File: src/rtl/fetch_pkg.sv
// Shared types and constants for the program-counter / instruction-fetch stage.
package fetch_pkg;

  localparam int unsigned XLEN_DEF      = 32;
  localparam int unsigned PC_INC        = 4;
  localparam logic [31:0] NOP_INSTR_DEF = 32'h0000_0000;

  typedef enum logic [1:0] {
    StIdle,
    StReq,
    StHold,
    StFlush
  } fetch_state_e;

  // IF/ID pipeline register contents
  typedef struct packed {
    logic                valid;
    logic [XLEN_DEF-1:0] pc;
    logic [XLEN_DEF-1:0] pc4;
    logic [31:0]         instr;
  } ifid_t;

endpackage

File: src/rtl/fetch_hold_buf.sv
// Single-entry buffer that parks a fetched instruction while the pipeline is stalled.
// discard has priority over load, load over release.
module fetch_hold_buf #(
  parameter int unsigned XLEN = 32
) (
  input  logic            clock,
  input  logic            reset,
  input  logic            load,
  input  logic            release_en,
  input  logic            discard,
  input  logic [XLEN-1:0] load_pc,
  input  logic [31:0]     load_instr,
  output logic            occupied,
  output logic [XLEN-1:0] held_pc,
  output logic [31:0]     held_instr
);

  logic            occupied_q;
  logic [XLEN-1:0] pc_q;
  logic [31:0]     instr_q;

  // Capture on load, free the entry on release or discard
  always_ff @(posedge clock or posedge reset) begin
    if (reset) begin
      occupied_q <= 1'b0;
      pc_q       <= '0;
      instr_q    <= '0;
    end else if (discard) begin
      occupied_q <= 1'b0;
    end else if (load) begin
      occupied_q <= 1'b1;
      pc_q       <= load_pc;
      instr_q    <= load_instr;
    end else if (release_en) begin
      occupied_q <= 1'b0;
    end
  end

  assign occupied   = occupied_q;
  assign held_pc    = pc_q;
  assign held_instr = instr_q;

endmodule

File: src/rtl/pc_fetch.sv
// Program counter and instruction-fetch stage: req/ready fetch from instruction memory,
// IF/ID register load, stall hold and branch redirect/flush.
// Optional macro PERF_CNT_EN adds fetch_count / flush_count performance outputs.
module pc_fetch
  import fetch_pkg::*;
#(
  parameter int unsigned      XLEN      = XLEN_DEF,
  parameter logic [XLEN-1:0]  RESET_PC  = '0,
  parameter logic [31:0]      NOP_INSTR = NOP_INSTR_DEF
) (
  input  logic            clock,
  input  logic            reset,
  input  logic            branch_taken,
  input  logic [XLEN-1:0] branch_target,
  input  logic            stall,
  output logic            imem_req,
  output logic [XLEN-1:0] imem_addr,
  input  logic            imem_ready,
  input  logic [31:0]     imem_rdata,
  output logic            if_valid,
  output logic [XLEN-1:0] if_pc,
  output logic [XLEN-1:0] if_pc4,
  output logic [31:0]     if_instr
`ifdef PERF_CNT_EN
  ,
  output logic [31:0]     fetch_count,
  output logic [15:0]     flush_count
`endif
);

  fetch_state_e    state_q, state_d;
  logic [XLEN-1:0] pc_q, pc_d;
  ifid_t           ifid_q, ifid_d;

  logic [XLEN-1:0] pc_plus4;
  logic [XLEN-1:0] held_pc;
  logic [31:0]     held_instr;
  logic            hb_occupied;

  logic redirect;
  logic fetch_load;
  logic hold_capture;
  logic hold_release;

  // pc + 4 wraps modulo 2^XLEN by construction
  assign pc_plus4 = pc_q + XLEN'(PC_INC);

  // A taken branch overrides stall and ready everywhere except IDLE
  assign redirect     = branch_taken && (state_q != StIdle);
  assign fetch_load   = (state_q == StReq) && !redirect && imem_ready && !stall;
  assign hold_capture = (state_q == StReq) && !redirect && imem_ready && stall;
  assign hold_release = (state_q == StHold) && !redirect && !stall && hb_occupied;

  fetch_hold_buf #(
    .XLEN (XLEN)
  ) u_hold_buf (
    .clock      (clock),
    .reset      (reset),
    .load       (hold_capture),
    .release_en (hold_release),
    .discard    (redirect),
    .load_pc    (pc_q),
    .load_instr (imem_rdata),
    .occupied   (hb_occupied),
    .held_pc    (held_pc),
    .held_instr (held_instr)
  );

  // Next-state, next-PC and IF/ID update
  always_comb begin
    state_d = state_q;
    pc_d    = pc_q;
    ifid_d  = ifid_q;
    if (redirect) begin
      pc_d         = branch_target & ~XLEN'(3);
      ifid_d.valid = 1'b0;
      ifid_d.instr = NOP_INSTR;
      state_d      = StFlush;
    end else begin
      unique case (state_q)
        StIdle: state_d = StReq;
        StReq: begin
          if (fetch_load) begin
            ifid_d = '{valid: 1'b1, pc: XLEN_DEF'(pc_q), pc4: XLEN_DEF'(pc_plus4),
                       instr: imem_rdata};
            pc_d   = pc_plus4;
          end else if (hold_capture) begin
            state_d = StHold;
          end else if (!imem_ready && !stall) begin
            ifid_d.valid = 1'b0;
          end
        end
        StHold: begin
          if (hold_release) begin
            ifid_d  = '{valid: 1'b1, pc: XLEN_DEF'(held_pc),
                        pc4: XLEN_DEF'(held_pc + XLEN'(PC_INC)), instr: held_instr};
            pc_d    = pc_plus4;
            state_d = StReq;
          end
        end
        StFlush: state_d = StReq;
        default: state_d = StIdle;
      endcase
    end
  end

  // State, PC and IF/ID registers
  always_ff @(posedge clock or posedge reset) begin
    if (reset) begin
      state_q <= StIdle;
      pc_q    <= RESET_PC;
      ifid_q  <= '{valid: 1'b0, pc: '0, pc4: '0, instr: NOP_INSTR};
    end else begin
      state_q <= state_d;
      pc_q    <= pc_d;
      ifid_q  <= ifid_d;
    end
  end

  // Request is a pure state decode so reset drops it asynchronously
  assign imem_req  = (state_q == StReq);
  assign imem_addr = pc_q;
  assign if_valid  = ifid_q.valid;
  assign if_pc     = XLEN'(ifid_q.pc);
  assign if_pc4    = XLEN'(ifid_q.pc4);
  assign if_instr  = ifid_q.instr;

`ifdef PERF_CNT_EN
  logic [31:0] fetch_count_q;
  logic [15:0] flush_count_q;

  // Fetch counter wraps; flush counter saturates
  always_ff @(posedge clock or posedge reset) begin
    if (reset) begin
      fetch_count_q <= '0;
      flush_count_q <= '0;
    end else begin
      if (fetch_load || hold_release) begin
        fetch_count_q <= fetch_count_q + 32'd1;
      end
      if (redirect && (flush_count_q != 16'hFFFF)) begin
        flush_count_q <= flush_count_q + 16'd1;
      end
    end
  end

  assign fetch_count = fetch_count_q;
  assign flush_count = flush_count_q;
`endif

endmodule
File: config.mk
export PLATFORM = sky130hd
export DESIGN_NAME = pc_fetch
export DESIGN_NICKNAME = d
export VERILOG_FILES = /design/src/rtl/fetch_pkg.sv /design/src/rtl/fetch_hold_buf.sv /design/src/rtl/pc_fetch.sv
export SDC_FILE = /design/constraint.sdc
export NUM_CORES = 1
export LEC_CHECK = 0
export CELL_PAD_IN_SITES_DETAIL_PLACEMENT = 1
export CELL_PAD_IN_SITES_GLOBAL_PLACEMENT = 1
export CORE_ASPECT_RATIO = 1.2
export CORE_MARGIN = 2
export CORE_UTILIZATION = 40
export CTS_BUF_LIST = sky130_fd_sc_hd__clkbuf_8 sky130_fd_sc_hd__clkbuf_16
export DETAILED_ROUTE_END_ITERATION = 7
export GPL_ROUTABILITY_DRIVEN = 1
export GPL_TIMING_DRIVEN = 0
export PLACE_DENSITY_LB_ADDON = 0.1
export SETUP_SLACK_MARGIN = 0.2
export SLEW_MARGIN = 20
export SYNTH_ARGS = -nofsm -noshare
export SYNTH_HDL_FRONTEND = slang
export SYNTH_SLANG_ARGS = --single-unit
File: constraint.sdc
create_clock -name clock -period 14.6 [get_ports clock]
set_input_delay 2.92 -clock clock [delete_from_list [all_inputs] [get_ports clock]]
set_output_delay 2.92 -clock clock [all_outputs]
set_load 0.05 [all_outputs]
==> summary.md, run 1 <==
| Metric | Value |
|---|---|
| Residual DRC count | `0` |
| Number of antenna violations at the first check in global routing | `0` |
| Shortest clock period the worst path allows after layout | `5450 ps` |
| Share of flip-flops with an asynchronous set or reset | `1.00` |
| Max clock buf depth | `2` |
| Worst path slowest cell | `nor3_1` |
| Worst setup slack after placement | `8710 ps` |
| Maximum vdd drop | `0.0879 mV` |
| Busiest layer in global routing | `met2` |
| Clock buffer count from CTS | `17` |
| Routed wire length | `35400 microns` |
| Proportion of synthesized chip area in sequential cells | `0.485` |
| DR iter-0 viols | `507` |
| Required arrival time at the worst endpoint | `14920 ps` |
| Setup repair after global routing missed its margin | `no` |
| Count of cell types in the netlist | `60` |
| Hold buffer count at CTS | `0` |
| Die width | `146 microns` |
| Crit path largest cell delay | `750 ps` |
| Worst-Skew Late Latency | `440 ps` |
| Max_cap viols | `0` |
| Synthesized netlist cell count | `1006` |
| Standard cell area after detailed placement | `0.0121 sq mm` |
| Synth warn | `0` |
| Global route overflow | `0` |
| Arrival time of data at the critical path endpoint | `5770 ps` |
| Number of global-route vias before repair | `9429` |
| Pin count of the biggest net entering global routing | `70` |
| Clock Sink Count | `188` |
| Vias per inst | `5.72` |
| Pins Over Slew Limit | `0` |
| Global routing usage on met2 | `0.468` |
| Number of nets with antenna violations after detailed routing | `0` |
| Cell class contributing the biggest share of worst-path delay | `buffers and inverters` |
| Effective utilization at floorplan | `0.406` |
| Post-detailed-placement half-perimeter wirelength | `25600 microns` |
| Buf/Inv on CP | `3` |
| Nets@finish | `1291` |
| Slew at the pin closest to its max-slew limit | `1090 ps` |
| Clock transition at the registers of the reported paths | `70 ps` |
| Number of levels in the clock H-tree | `4` |
| Via count | `8874` |
| Number of endpoints failing setup at the final stage | `0` |
| Num rows | `62` |
| Worst clock skew | `7.22 ps` |
| Resize count post-CTS | `0` |
| M1 GR Usage | `0.354` |
| Fraction of final layout cells sized beyond drive strength 1 | `0.101` |
| Power per cell area | `168 mW/mm^2` |
| Area of all placed cells without fillers | `0.0126 sq mm` |
| Most used DFF post-synth | `dfrtp_1` |
| Category of the worst setup path launch point | `primary input` |
| CTS tree | `yes` |
| Critical path, cell by cell | `clkdlybuf4s50_1, nand2_1, nor3_1, buf_2, buf_1, mux2_2` |
| Average wire per standard cell | `22.8 microns` |
| Run status | `completed` |
| Y dimension of the die | `175 microns` |
| Flop and latch count out of synthesis | `188` |
| Post-route fraction of the period consumed by the critical path | `0.373` |
| Number of flops mapped to enable cells by yosys | `0` |
| Antenna cell count | `0` |
| Total of buffers placed on input and output ports | `188` |
| Number of buffers inserted by post-CTS setup repair | `0` |
| Global-route total usage across every layer | `0.281` |
| Min setup slack post-route | `9150 ps` |
| Routability Congestion | `0.869` |
| Global-route wire length before repair | `55000 microns` |
| Core area | `0.0239 sq mm` |
| Achievable frequency | `184 MHz` |
| TNS Setup | `0 ps` |
| Number of endpoints with negative hold slack in the final report | `0` |
| Type of the worst setup path | `primary input to flop` |
| Synthesized area | `0.00969 sq mm` |
| First-pass iteration count of the detailed router | `5` |
| I/O pin cnt | `199` |
| Class of the worst hold path | `flop to flop` |
| Leak pwr | `5.26 nW` |
| Endpoint kind of the worst setup timing path | `flop` |
| Worst slew margin | `0.266` |
| Largest fanout of any net on the critical path | `10` |
| Post-Synthesis Mean Instance Area | `9.63 sq um` |
| Global-route met3 utilization | `0.0669` |
| Die Outline Area | `0.0255 sq mm` |
| Clk root buf | `clkbuf_16` |
| Area delta synth->final | `30.4%` |
cell usage in the layout, fill, tap and decap left out, drive strengths merged, types with 5 or more instances in the layout:
cell / n
a22oi: 6
o31ai: 37
nor3: 21
a31oi: 35
clkdlybuf4s50: 188
inv: 24
clkbuf: 74
a2bb2oi: 8
and4: 5
xor2: 22
mux2i: 40
mux2: 59
nand2: 160
o22ai: 14
o21ai: 48
or4: 7
buf: 34
nand3: 24
nor2: 71
conb: 6
nand4: 21
dfrtp: 188
xnor2: 21
nor4: 14
o211ai: 5
a21oi: 36
cell usage after synthesis, types with 19 or more instances:
| master | n | area share |
|---|---|---|
| mux2i_1 | 40 | 0.041 |
| nand2_1 | 160 | 0.062 |
| o31ai_1 | 37 | 0.029 |
| a31oi_1 | 35 | 0.023 |
| nor3_1 | 21 | 0.011 |
| dfrtp_1 | 188 | 0.49 |
| mux2_2 | 59 | 0.069 |
| xor2_1 | 22 | 0.020 |
| clkbuf_1 | 57 | 0.022 |
| nand3_1 | 22 | 0.011 |
| nor2_1 | 71 | 0.027 |
| xnor2_1 | 21 | 0.019 |
| o21ai_0 | 47 | 0.024 |
| nand4_1 | 19 | 0.012 |
| a21oi_1 | 36 | 0.019 |
layer usage:
layer  routed length, microns  part of all wire
met3                     2470             0.070
met2                    16900              0.48
met5                        0                 0
met4                     1240             0.035
met1                    14700              0.42
report_power, final:
group          internal, mW  switching [mW]
clock                 0.252           0.219
sequential            0.659           0.127
combinational         0.308           0.557
total                  1.22           0.903
flip-flops by register name (all words and copies together), names as in the netlist:
name and flops:
u_hold_buf.held_instr 32, if_valid 1, if_instr 32, u_hold_buf.occupied 1
state_q 2, imem_addr 30, if_pc4 30, u_hold_buf.held_pc 30
if_pc 30
layout make-up:
cell class | count | area, sq um
buffer | 89 | 389
sequential | 188 | 4700
tap | 320 | 400
inverter | 17 | 71.3
fill | 2779 | 11300
clock buffer | 17 | 425
clock inverter | 14 | 146
timing repair buffer | 190 | 1940
multi-input combinational | 717 | 4560
kinds of logic after synthesis:
kind of cell / synth area share
compound gates: 0.151
xor+xnor: 0.0389
fa+ha+maj: 0.00258
buf+inv: 0.0467
flops: 0.485
mux: 0.110
other cells: 0.000387
simple gates: 0.165
worst min-delay path, delay by kind of cell, from the launching register on:
family             cells  cell delay, ps
AOI/OAI and AO/OA      1              50
DFF                    1             340
and+or+nand+nor        1              40
per-stage QoR:
stage | utilization | instances | power [mW] | hold slack, ps
finish | 0.529 | 1552 | 2.12 | 476
global route | 0.529 | 1552 | 2.22 | 507
CTS | 0.528 | 1552 | 2.13 | 483
detailed placement | 0.505 | 1521 | 1.66 | 464
global placement | 0.502 | 1519 | 1.63 | 460
floorplan | - | 1011 | 1.34 | 480
worst paths after layout:
kind	end	from	slack, ps	cells after the start
worst max-delay path	u_hold_buf.held_instr[7]$_DFFE_PP0P_	imem_ready	9150	6
worst min-delay path	if_pc4[12]$_DFFE_PP0P_	if_pc4[12]$_DFFE_PP0P_	480	2
worst max register to register	if_pc4[30]$_DFFE_PP0P_	imem_addr[2]$_DFFE_PP0P_	11370	6
worst min register to register	if_pc4[12]$_DFFE_PP0P_	if_pc4[12]$_DFFE_PP0P_	480	2
max in group asynchronous	u_hold_buf.held_pc[25]$_DFFE_PP0P_	reset	10970	3
min in group asynchronous	if_instr[22]$_DFFE_PP0P_	reset	2910	2
Note: power is estimated with default switching activity, not from simulation.
==> run 2: changes to the inputs <==
==> constraint.sdc (replaced) <==
create_clock -name clock -period 5.4 [get_ports clock]
set_input_delay 1.08 -clock clock [delete_from_list [all_inputs] [get_ports clock]]
set_output_delay 1.08 -clock clock [all_outputs]
set_load 0.05 [all_outputs]
==> summary.md, run 2 (same netlist as run 1, synthesis figures left out) <==
| Metric | Value |
|---|---|
| Leak pwr | `5.28 nW (was 5.26 nW)` |
| Global-route met3 utilization | `0.0698 (was 0.0669)` |
| DR iter-0 viols | `538 (was 507)` |
| Slew at the pin closest to its max-slew limit | `1160 ps (was 1090 ps)` |
| TNS Setup | `0 ps (unchanged)` |
| Run status | `completed (unchanged)` |
| Type of the worst setup path | `primary input to flop (unchanged)` |
| I/O pin cnt | `199 (unchanged)` |
| Post-detailed-placement half-perimeter wirelength | `25900 microns (was 25600 microns)` |
| Global routing usage on met2 | `0.471 (was 0.468)` |
| Setup repair after global routing missed its margin | `no (unchanged)` |
| Y dimension of the die | `175 microns (unchanged)` |
| Total of buffers placed on input and output ports | `188 (unchanged)` |
| Nets@finish | `1295 (was 1291)` |
| Pin count of the biggest net entering global routing | `32 (was 70)` |
| Max_cap viols | `0 (unchanged)` |
| Number of buffers inserted by post-CTS setup repair | `0 (unchanged)` |
| Number of antenna violations at the first check in global routing | `0 (unchanged)` |
| Die Outline Area | `0.0255 sq mm (unchanged)` |
| Die width | `146 microns (unchanged)` |
| Hold buffer count at CTS | `0 (unchanged)` |
| Global-route wire length before repair | `54900 microns (was 55000 microns)` |
| Pins Over Slew Limit | `0 (unchanged)` |
| Top library cells by usage in the layout, fill and taps aside | `dfrtp_1, clkdlybuf4s50_1, nand2_1 (unchanged)` |
| Routed wire length | `35500 microns (was 35400 microns)` |
| Class of the worst hold path | `flop to flop (unchanged)` |
| Post-route fraction of the period consumed by the critical path | `0.652` |
| Worst clock skew | `10.7 ps (was 7.22 ps)` |
| Clock buffer count from CTS | `17 (unchanged)` |
| CTS tree | `yes (unchanged)` |
| Number of nets with antenna violations after detailed routing | `0 (unchanged)` |
| End-of-flow core utilization | `0.531 (was 0.529)` |
| Num rows | `62 (unchanged)` |
| Power per cell area | `451 mW/mm^2 (was 168 mW/mm^2)` |
| Min setup slack post-route | `1880 ps (was 9150 ps)` |
| M1 GR Usage | `0.342 (was 0.354)` |
| Routability Congestion | `0.884 (was 0.869)` |
| Hold slack | `483 ps (was 476 ps)` |
| Maximum vdd drop | `0.255 mV (was 0.0879 mV)` |
| Average wire per standard cell | `22.8 microns (about the same)` |
| Clk root buf | `clkbuf_16 (unchanged)` |
| Clock transition at the registers of the reported paths | `70 ps (about the same)` |
| Global route overflow | `0 (unchanged)` |
| Core area | `0.0239 sq mm (unchanged)` |
| Number of levels in the clock H-tree | `4 (unchanged)` |
| Category of the worst setup path launch point | `primary input (unchanged)` |
| Worst-Skew Late Latency | `450 ps (was 440 ps)` |
| Number of global-route vias before repair | `9458 (was 9429)` |
| Residual DRC count | `0 (unchanged)` |
| Worst setup slack after placement | `1200 ps (was 8710 ps)` |
| Antenna cell count | `0 (unchanged)` |
| First-pass iteration count of the detailed router | `5 (unchanged)` |
| Endpoint kind of the worst setup timing path | `flop (unchanged)` |
| Clock Sink Count | `188 (unchanged)` |
| Number of endpoints with negative hold slack in the final report | `0 (unchanged)` |
| Fraction of final layout cells sized beyond drive strength 1 | `0.108 (was 0.101)` |
| Global-route total usage across every layer | `0.282 (was 0.281)` |
| Vias per inst | `5.74 (was 5.72)` |
| Largest fanout of any net on the critical path | `10 (unchanged)` |
| Arrival time of data at the critical path endpoint | `3820 ps (was 5770 ps)` |
| Shortest clock period the worst path allows after layout | `3520 ps` |
| Via count | `8940 (was 8874)` |
| Achievable frequency | `284 MHz` |
| Worst slew margin | `0.221 (was 0.266)` |
| Area delta synth->final | `30.9% (was 30.4%)` |
| Number of endpoints failing setup at the final stage | `0 (unchanged)` |
| Required arrival time at the worst endpoint | `5700 ps (was 14920 ps)` |
| Busiest layer in global routing | `met2 (unchanged)` |
| Max clock buf depth | `2 (unchanged)` |
| Resize count post-CTS | `0 (unchanged)` |
| Effective utilization at floorplan | `0.406 (unchanged)` |
-- run 2: changes by cell type in the layout (fill, tap and decap cells not counted), moves of 2 or more --
cell | before | now
buf_12 | 0 | 6
buf_16 | 2 | 0
bufinv_16 | 2 | 0
clkinv_2 | 0 | 2
inv_1 | 19 | 16
inv_6 | 4 | 7
inv_8 | 1 | 3
-- run 2: through the flow --
stage	total power, mW	area (sq um)	std cells
2_1_floorplan	3.62	9710	1011
4_1_cts	5.75	12700	1557
3_5_place_dp	4.50	12100	1525
3_3_place_gp	4.42	12000	1519
5_1_grt	5.98	12700	1557
6_report	5.73	12700	1557
-- run 2: final timing paths --
| check | startpoint | to | slack (ps) | cells after the start |
|---|---|---|---|---|
| setup / recovery | branch_taken | if_instr[8]$_DFFE_PP0P_ | 1880 | 6 |
| hold / removal | if_pc4[11]$_DFFE_PP0P_ | if_pc4[11]$_DFFE_PP0P_ | 480 | 2 |
| setup reg to reg | imem_addr[2]$_DFFE_PP0P_ | if_pc4[30]$_DFFE_PP0P_ | 2120 | 6 |
| hold reg to reg | if_pc4[11]$_DFFE_PP0P_ | if_pc4[11]$_DFFE_PP0P_ | 480 | 2 |
| max in group asynchronous | reset | u_hold_buf.held_instr[16]$_DFFE_PP0P_ | 3600 | 4 |
| min in group asynchronous | reset | if_pc4[2]$_DFFE_PP0P_ | 1020 | 2 |
-- run 2: metal layers --
metal | wire (microns) | share of wire
met1 | 14200 | 0.40
met2 | 17200 | 0.48
met3 | 2640 | 0.074
met4 | 1460 | 0.041
met5 | 0 | 0
-- run 2: layout make-up --
cell class | count | area, sq um
Inverter | 17 | 67.6
Fill cell | 2720 | 11200
Clock buffer | 18 | 439
Clock inverter | 14 | 121
Sequential cell | 188 | 4700
Multi-Input combinational cell | 717 | 4560
Buffer | 89 | 389
Timing Repair Buffer | 194 | 2000
Tap cell | 320 | 400
-- run 2: critical path, cell delays in order --
cell      delay, ps
clkbuf_1        330
inv_1           160
nor2_1          910
clkbuf_1        710
clkbuf_1        470
o31ai_1         150
-- run 2: where the power goes --
part	total [mW]	leakage (nW)	switching (mW)	internal (mW)
registers	2.13	2.25	0.353	1.78
logic	2.34	2.75	1.50	0.836
clock network	1.25	0.279	0.631	0.622
total	5.73	5.28	2.49	3.24
==> run 3: changes to the inputs <==
--- a/config.mk
+++ b/config.mk
@@ -9,7 +9,7 @@
 export CELL_PAD_IN_SITES_GLOBAL_PLACEMENT = 1
 export CORE_ASPECT_RATIO = 1.2
 export CORE_MARGIN = 2
-export CORE_UTILIZATION = 40
+export CORE_UTILIZATION = 36
 export CTS_BUF_LIST = sky130_fd_sc_hd__clkbuf_8 sky130_fd_sc_hd__clkbuf_16
 export DETAILED_ROUTE_END_ITERATION = 7
 export GPL_ROUTABILITY_DRIVEN = 1
==> constraint.sdc (replaced) <==
create_clock -name clock -period 3.14 [get_ports clock]
set_input_delay 0.628 -clock clock [delete_from_list [all_inputs] [get_ports clock]]
set_output_delay 0.628 -clock clock [all_outputs]
set_load 0.05 [all_outputs]
==> summary.md, run 3 (same netlist as run 1, synthesis figures left out) <==
| Metric | Value |
|---|---|
| Effective utilization at floorplan | `0.368 (was 0.406)` |
| Routability Congestion | `0.863 (was 0.884)` |
| End-of-flow core utilization | `0.485 (was 0.531)` |
| Type of the worst setup path | `flop to flop (was primary input to flop)` |
| Post-detailed-placement half-perimeter wirelength | `26300 microns (was 25900 microns)` |
| Number of levels in the clock H-tree | `4 (unchanged)` |
| First-pass iteration count of the detailed router | `4 (was 5)` |
| Buf/Inv on CP | `1 (was 4)` |
| TNS Setup | `0 ps (unchanged)` |
| Total power of the final layout | `9.91 mW (was 5.73 mW)` |
| Standard cell area after detailed placement | `0.0122 sq mm (was 0.0121 sq mm)` |
| Global-route total usage across every layer | `0.261 (was 0.282)` |
| Slew at the pin closest to its max-slew limit | `975 ps (was 1160 ps)` |
| Power per cell area | `775 mW/mm^2 (was 451 mW/mm^2)` |
| Required arrival time at the worst endpoint | `3470 ps (was 5700 ps)` |
| Routed wire length | `36200 microns (was 35500 microns)` |
| M1 GR Usage | `0.329 (was 0.342)` |
| Total of buffers placed on input and output ports | `188 (unchanged)` |
| Die width | `154 microns (was 146 microns)` |
| Average wire per standard cell | `23.0 microns (was 22.8 microns)` |
| Pins Over Slew Limit | `0 (unchanged)` |
| Largest fanout of any net on the critical path | `10 (unchanged)` |
| Vias per inst | `5.55 (was 5.74)` |
| Max_cap viols | `0 (unchanged)` |
| Area delta synth->final | `31.9% (was 30.9%)` |
| Leak pwr | `5.34 nW (was 5.28 nW)` |
| Setup repair after global routing missed its margin | `no (unchanged)` |
| Nets@finish | `1296 (was 1295)` |
| Area of all placed cells without fillers | `0.0128 sq mm (was 0.0127 sq mm)` |
| Worst slew margin | `0.345 (was 0.221)` |
| Post-route fraction of the period consumed by the critical path | `0.920` |
| Number of antenna violations at the first check in global routing | `1 (was 0)` |
| Fillcell total | `2987 (was 2720)` |
| Die Outline Area | `0.0283 sq mm (was 0.0255 sq mm)` |
| Number of global-route vias before repair | `9236 (was 9458)` |
| Non-filler instance count after layout | `1573 (was 1557)` |
| Worst-Skew Late Latency | `460 ps (was 450 ps)` |
| Fraction of final layout cells sized beyond drive strength 1 | `0.115 (was 0.108)` |
| Via count | `8737 (was 8940)` |
| Max clock buf depth | `2 (unchanged)` |
| Cell class contributing the biggest share of worst-path delay | `simple AND/OR/NAND/NOR gates (was buffers and inverters)` |
| Worst path slowest cell | `nor4_2 (was nor2_1)` |
| Antenna cell count | `0 (unchanged)` |
| Maximum vdd drop | `0.324 mV (was 0.255 mV)` |
| Achievable frequency | `346 MHz` |
| Global routing usage on met2 | `0.431 (was 0.471)` |
| Core area | `0.0264 sq mm (was 0.0239 sq mm)` |
| Clock buffer count from CTS | `17 (unchanged)` |
| Number of endpoints failing setup at the final stage | `0 (unchanged)` |
| Post-placement cell count | `1541 (was 1525)` |
| Clk root buf | `clkbuf_16 (unchanged)` |
| Crit path largest cell delay | `920 ps (was 910 ps)` |
| Category of the worst setup path launch point | `flop (was primary input)` |
| Global-route wire length before repair | `55900 microns (was 54900 microns)` |
| Num rows | `65 (was 62)` |
| Hold slack | `466 ps (was 483 ps)` |
| DR iter-0 viols | `350 (was 538)` |
| Clock transition at the registers of the reported paths | `80 ps (was 70 ps)` |
| Busiest layer in global routing | `met2 (unchanged)` |
| CTS tree | `yes (unchanged)` |
| Y dimension of the die | `184 microns (was 175 microns)` |
| Clock Sink Count | `188 (unchanged)` |
| Critical path, cell by cell | `buf_2, nand4_1, nor4_2, nand3_1, xnor2_1, a221o_1 (was clkbuf_1, inv_1, nor2_1, clkbuf_1, clkbuf_1, o31ai_1)` |
| Endpoint kind of the worst setup timing path | `flop (unchanged)` |
| Run status | `completed (unchanged)` |
| Top library cells by usage in the layout, fill and taps aside | `dfrtp_1, clkdlybuf4s50_1, nand2_1 (unchanged)` |
| Global route overflow | `0 (unchanged)` |
| Residual DRC count | `0 (unchanged)` |
| Worst setup slack after placement | `-510 ps (was 1200 ps)` |
| I/O pin cnt | `199 (unchanged)` |
| Worst clock skew | `15.5 ps (was 10.7 ps)` |
| Pin count of the biggest net entering global routing | `33 (was 32)` |
| Shortest clock period the worst path allows after layout | `2890 ps` |
| Number of buffers inserted by post-CTS setup repair | `0 (unchanged)` |
| Number of nets with antenna violations after detailed routing | `0 (unchanged)` |
| Min setup slack post-route | `252 ps (was 1880 ps)` |
| Global-route met3 utilization | `0.0679 (was 0.0698)` |
| Class of the worst hold path | `primary input to async pin (was flop to flop)` |
| Arrival time of data at the critical path endpoint | `3220 ps (was 3820 ps)` |
| Number of endpoints with negative hold slack in the final report | `0 (unchanged)` |
## run 3: cell count changes in the layout (fill, tap and decap cells not counted), sizes merged
| cell | change |
|---|---|
| clkinvlp | -1 |
| clkbuf | +1 |
| inv | -2 |
| clkinv | +2 |
| bufinv | +1 |
## run 3: power by group
group	total, mW	internal [mW]	leakage, nW	switching [mW]
combinational	4.02	1.44	2.79	2.58
clock	2.22	1.15	0.292	1.07
sequential	3.67	3.06	2.25	0.602
total	9.91	5.65	5.34	4.26
## run 3: area by class of cell
cell class	instances	area, sq um	area share
sequential	188	4700	0.368
clock buffer	18	439	0.0343
tap	335	419	0.0328
timing repair buffer	195	2020	0.158
multi-input combinational	717	4590	0.359
buffer	89	394	0.0308
clock inverter	14	148	0.0115
inverter	17	67.6	0.00528
## run 3: layer usage
metal	part of all wire	wire, microns
met1	0.42	15300
met4	0.033	1190
met2	0.48	17200
met5	0.00036	13
met3	0.067	2420
## run 3: worst reg2reg max path, cell delays in order, from the launching register on
cell and delay [ps]:
dfrtp_1 400, buf_2 240, nand4_1 300, nor4_2 920, nand3_1 350, xnor2_1 220
a221o_1 330
## run 3: what timing repair did
| item | 4_1_cts | 5_1_grt |
|---|---|---|
| endpoints found under the setup margin | 44 | 39 |
| hold buffers | 0 | 0 |
| gates resized for setup | 7 | 5 |
## run 3: worst paths after layout
kind / start / slack, ps / endpoint / depth (start not counted)
max in group asynchronous: reset / 1360 / if_instr[0]$_DFFE_PP0P_ / 7
worst min register to register: if_instr[4]$_DFFE_PP0P_ / 480 / if_instr[4]$_DFFE_PP0P_ / 2
worst max register to register: imem_addr[15]$_DFFE_PP0P_ / 250 / if_pc4[30]$_DFFE_PP0P_ / 6
worst min-delay path: reset / 470 / if_pc[2]$_DFFE_PP0P_ / 2
min in group clock: if_instr[4]$_DFFE_PP0P_ / 480 / if_instr[4]$_DFFE_PP0P_ / 2
worst max-delay path: imem_addr[15]$_DFFE_PP0P_ / 250 / if_pc4[30]$_DFFE_PP0P_ / 6
==> variant, RTL diff (settings of run 3) <==
`XLEN_DEF`: 32 -> 36.
--- a/src/rtl/fetch_pkg.sv
+++ b/src/rtl/fetch_pkg.sv
@@ -1,7 +1,7 @@
 // Shared types and constants for the program-counter / instruction-fetch stage.
 package fetch_pkg;
 
-  localparam int unsigned XLEN_DEF      = 32;
+  localparam int unsigned XLEN_DEF      = 36;
   localparam int unsigned PC_INC        = 4;
   localparam logic [31:0] NOP_INSTR_DEF = 32'h0000_0000;
 
Interface: changed (resized branch_target, if_pc, if_pc4 and imem_addr); port bits go from 199 to 215. No check against the original RTL was run, so the function may have changed too.
==> variant against run 3 <==
Cell count up 10%; wire length up 6.3%; cell area up 10%; sequential cell count up 16; via count up 9.3%; count of clock-buffer cells in the layout up 8; worst hold slack worse by 0.051 ns; power up 16%; die area up 9.3%; synthesized area up 9.6%; setup slack better by 0.090 ns; critical endpoint is now if_pc4[14]; largest power group unchanged; highest routed layer unchanged.
==> variant: results (changes against run 3) <==
Cells and area:
- The share of final layout cell area taken by non-clock buffers is 0.189 (-0.000314).
- The filler cell count is 3274 (+9.6%).
- The count of antenna diodes in the layout is 1 (+1).
- The number of nets in the layout is 1409 (+8.7%).
- The fraction of area in clock buffers and inverters came to 0.0562 (+0.0103).
- The multi-input gate area in the final layout was 5020 µm² (+9.3%).
- The total of clock buffers placed in the layout is 26 (+8).
- The layout cell share with drive strength beyond 1 is 0.119 (+0.00391).
- The layout buffer count excluding clock buffers is 309 (+8.8%).

Yosys:
- The sequential element share of the synthesized area was 0.481 (-0.00468).
- The xor-xnor portion of the synthesized cell area is 0.0421 (+0.00321).
- By area the synthesized netlist is led by dfrtp_1, mux2_2, nand2_1.
- After synthesis, the most frequently instantiated cells are dfrtp_1, nand2_1, nor2_1.

Clock tree:
- The source-to-sink clock delay at the later pin of the worst-skew pair was 0.52 ns (+0.06 ns).
- The number of sinks handled by clock tree synthesis came to 204 (+8.5%).
- The maximum buffer depth of the clock tree is 3 (+1).
- The clock slew at the register clock pins of the worst setup and hold paths came to 0.06 ns (-0.02 ns).

Drt:
- The wire length on met3 is 2.61 mm (+7.8%).
- The total routed wire length on the met1 layer is 16.3 mm (+6.4%).
- The first-iteration detailed-routing DRC count is 445 (+27%).

Placement:
- The routability congestion estimate is 0.859 (-0.43%).

Timing:
- The setup slack after layout was 0.341 ns (+0.0897 ns).
- The maximum clock skew at final layout was 0.00862 ns (-0.00688 ns).

Run status:
- The flow ran to the end, and the final reports show no timing, DRC or antenna violations.

Global routing:
- The global-route usage over all layers came to 0.247 (-0.0138).
- The met2 routing resource usage after global routing was 0.430 (-0.00192).
- The wire length of the first global-routing pass is 58.9 mm (+5.3%).
- The global routing usage on met1 is 0.314 (-0.0154).

Critical path:
- The critical path endpoint is if_pc4[14].
[variant: changes by cell type in the layout (fill, tap and decap cells not counted), sizes merged, moves of 7 or more]
cell / change
o31a: +7
clkdlybuf4s50: +17
inv: -8
dfrtp: +16
clkbuf: +10
and4: +8
nand2: +19
xnor2: +13
[variant: per-stage QoR]
stage / util / area (µm²) / instances / setup TNS [ns] / hold slack [ns]
floorplan: - / 10600 / 1098 / -26.99 / 0.480
global placement: 0.455 / 13200 / 1688 / -433.78 / 0.463
detailed placement: 0.460 / 13300 / 1695 / -21.63 / 0.468
CTS: 0.488 / 14100 / 1734 / 0 / 0.413
global route: 0.488 / 14100 / 1734 / 0 / 0.442
finish: 0.488 / 14100 / 1735 / 0 / 0.415
[variant: power by group]
part	switching [W]	internal, W
logic	0.00285	0.00166
registers	0.000707	0.00337
clock network	0.00114	0.00173
[variant: repair_timing]
action,4_1_cts,5_1_grt
gates cloned,0,0
hold buffers,0,0
resized for setup,2,1
endpoints found under the setup margin,6,1
endpoints found under the hold margin,0,0
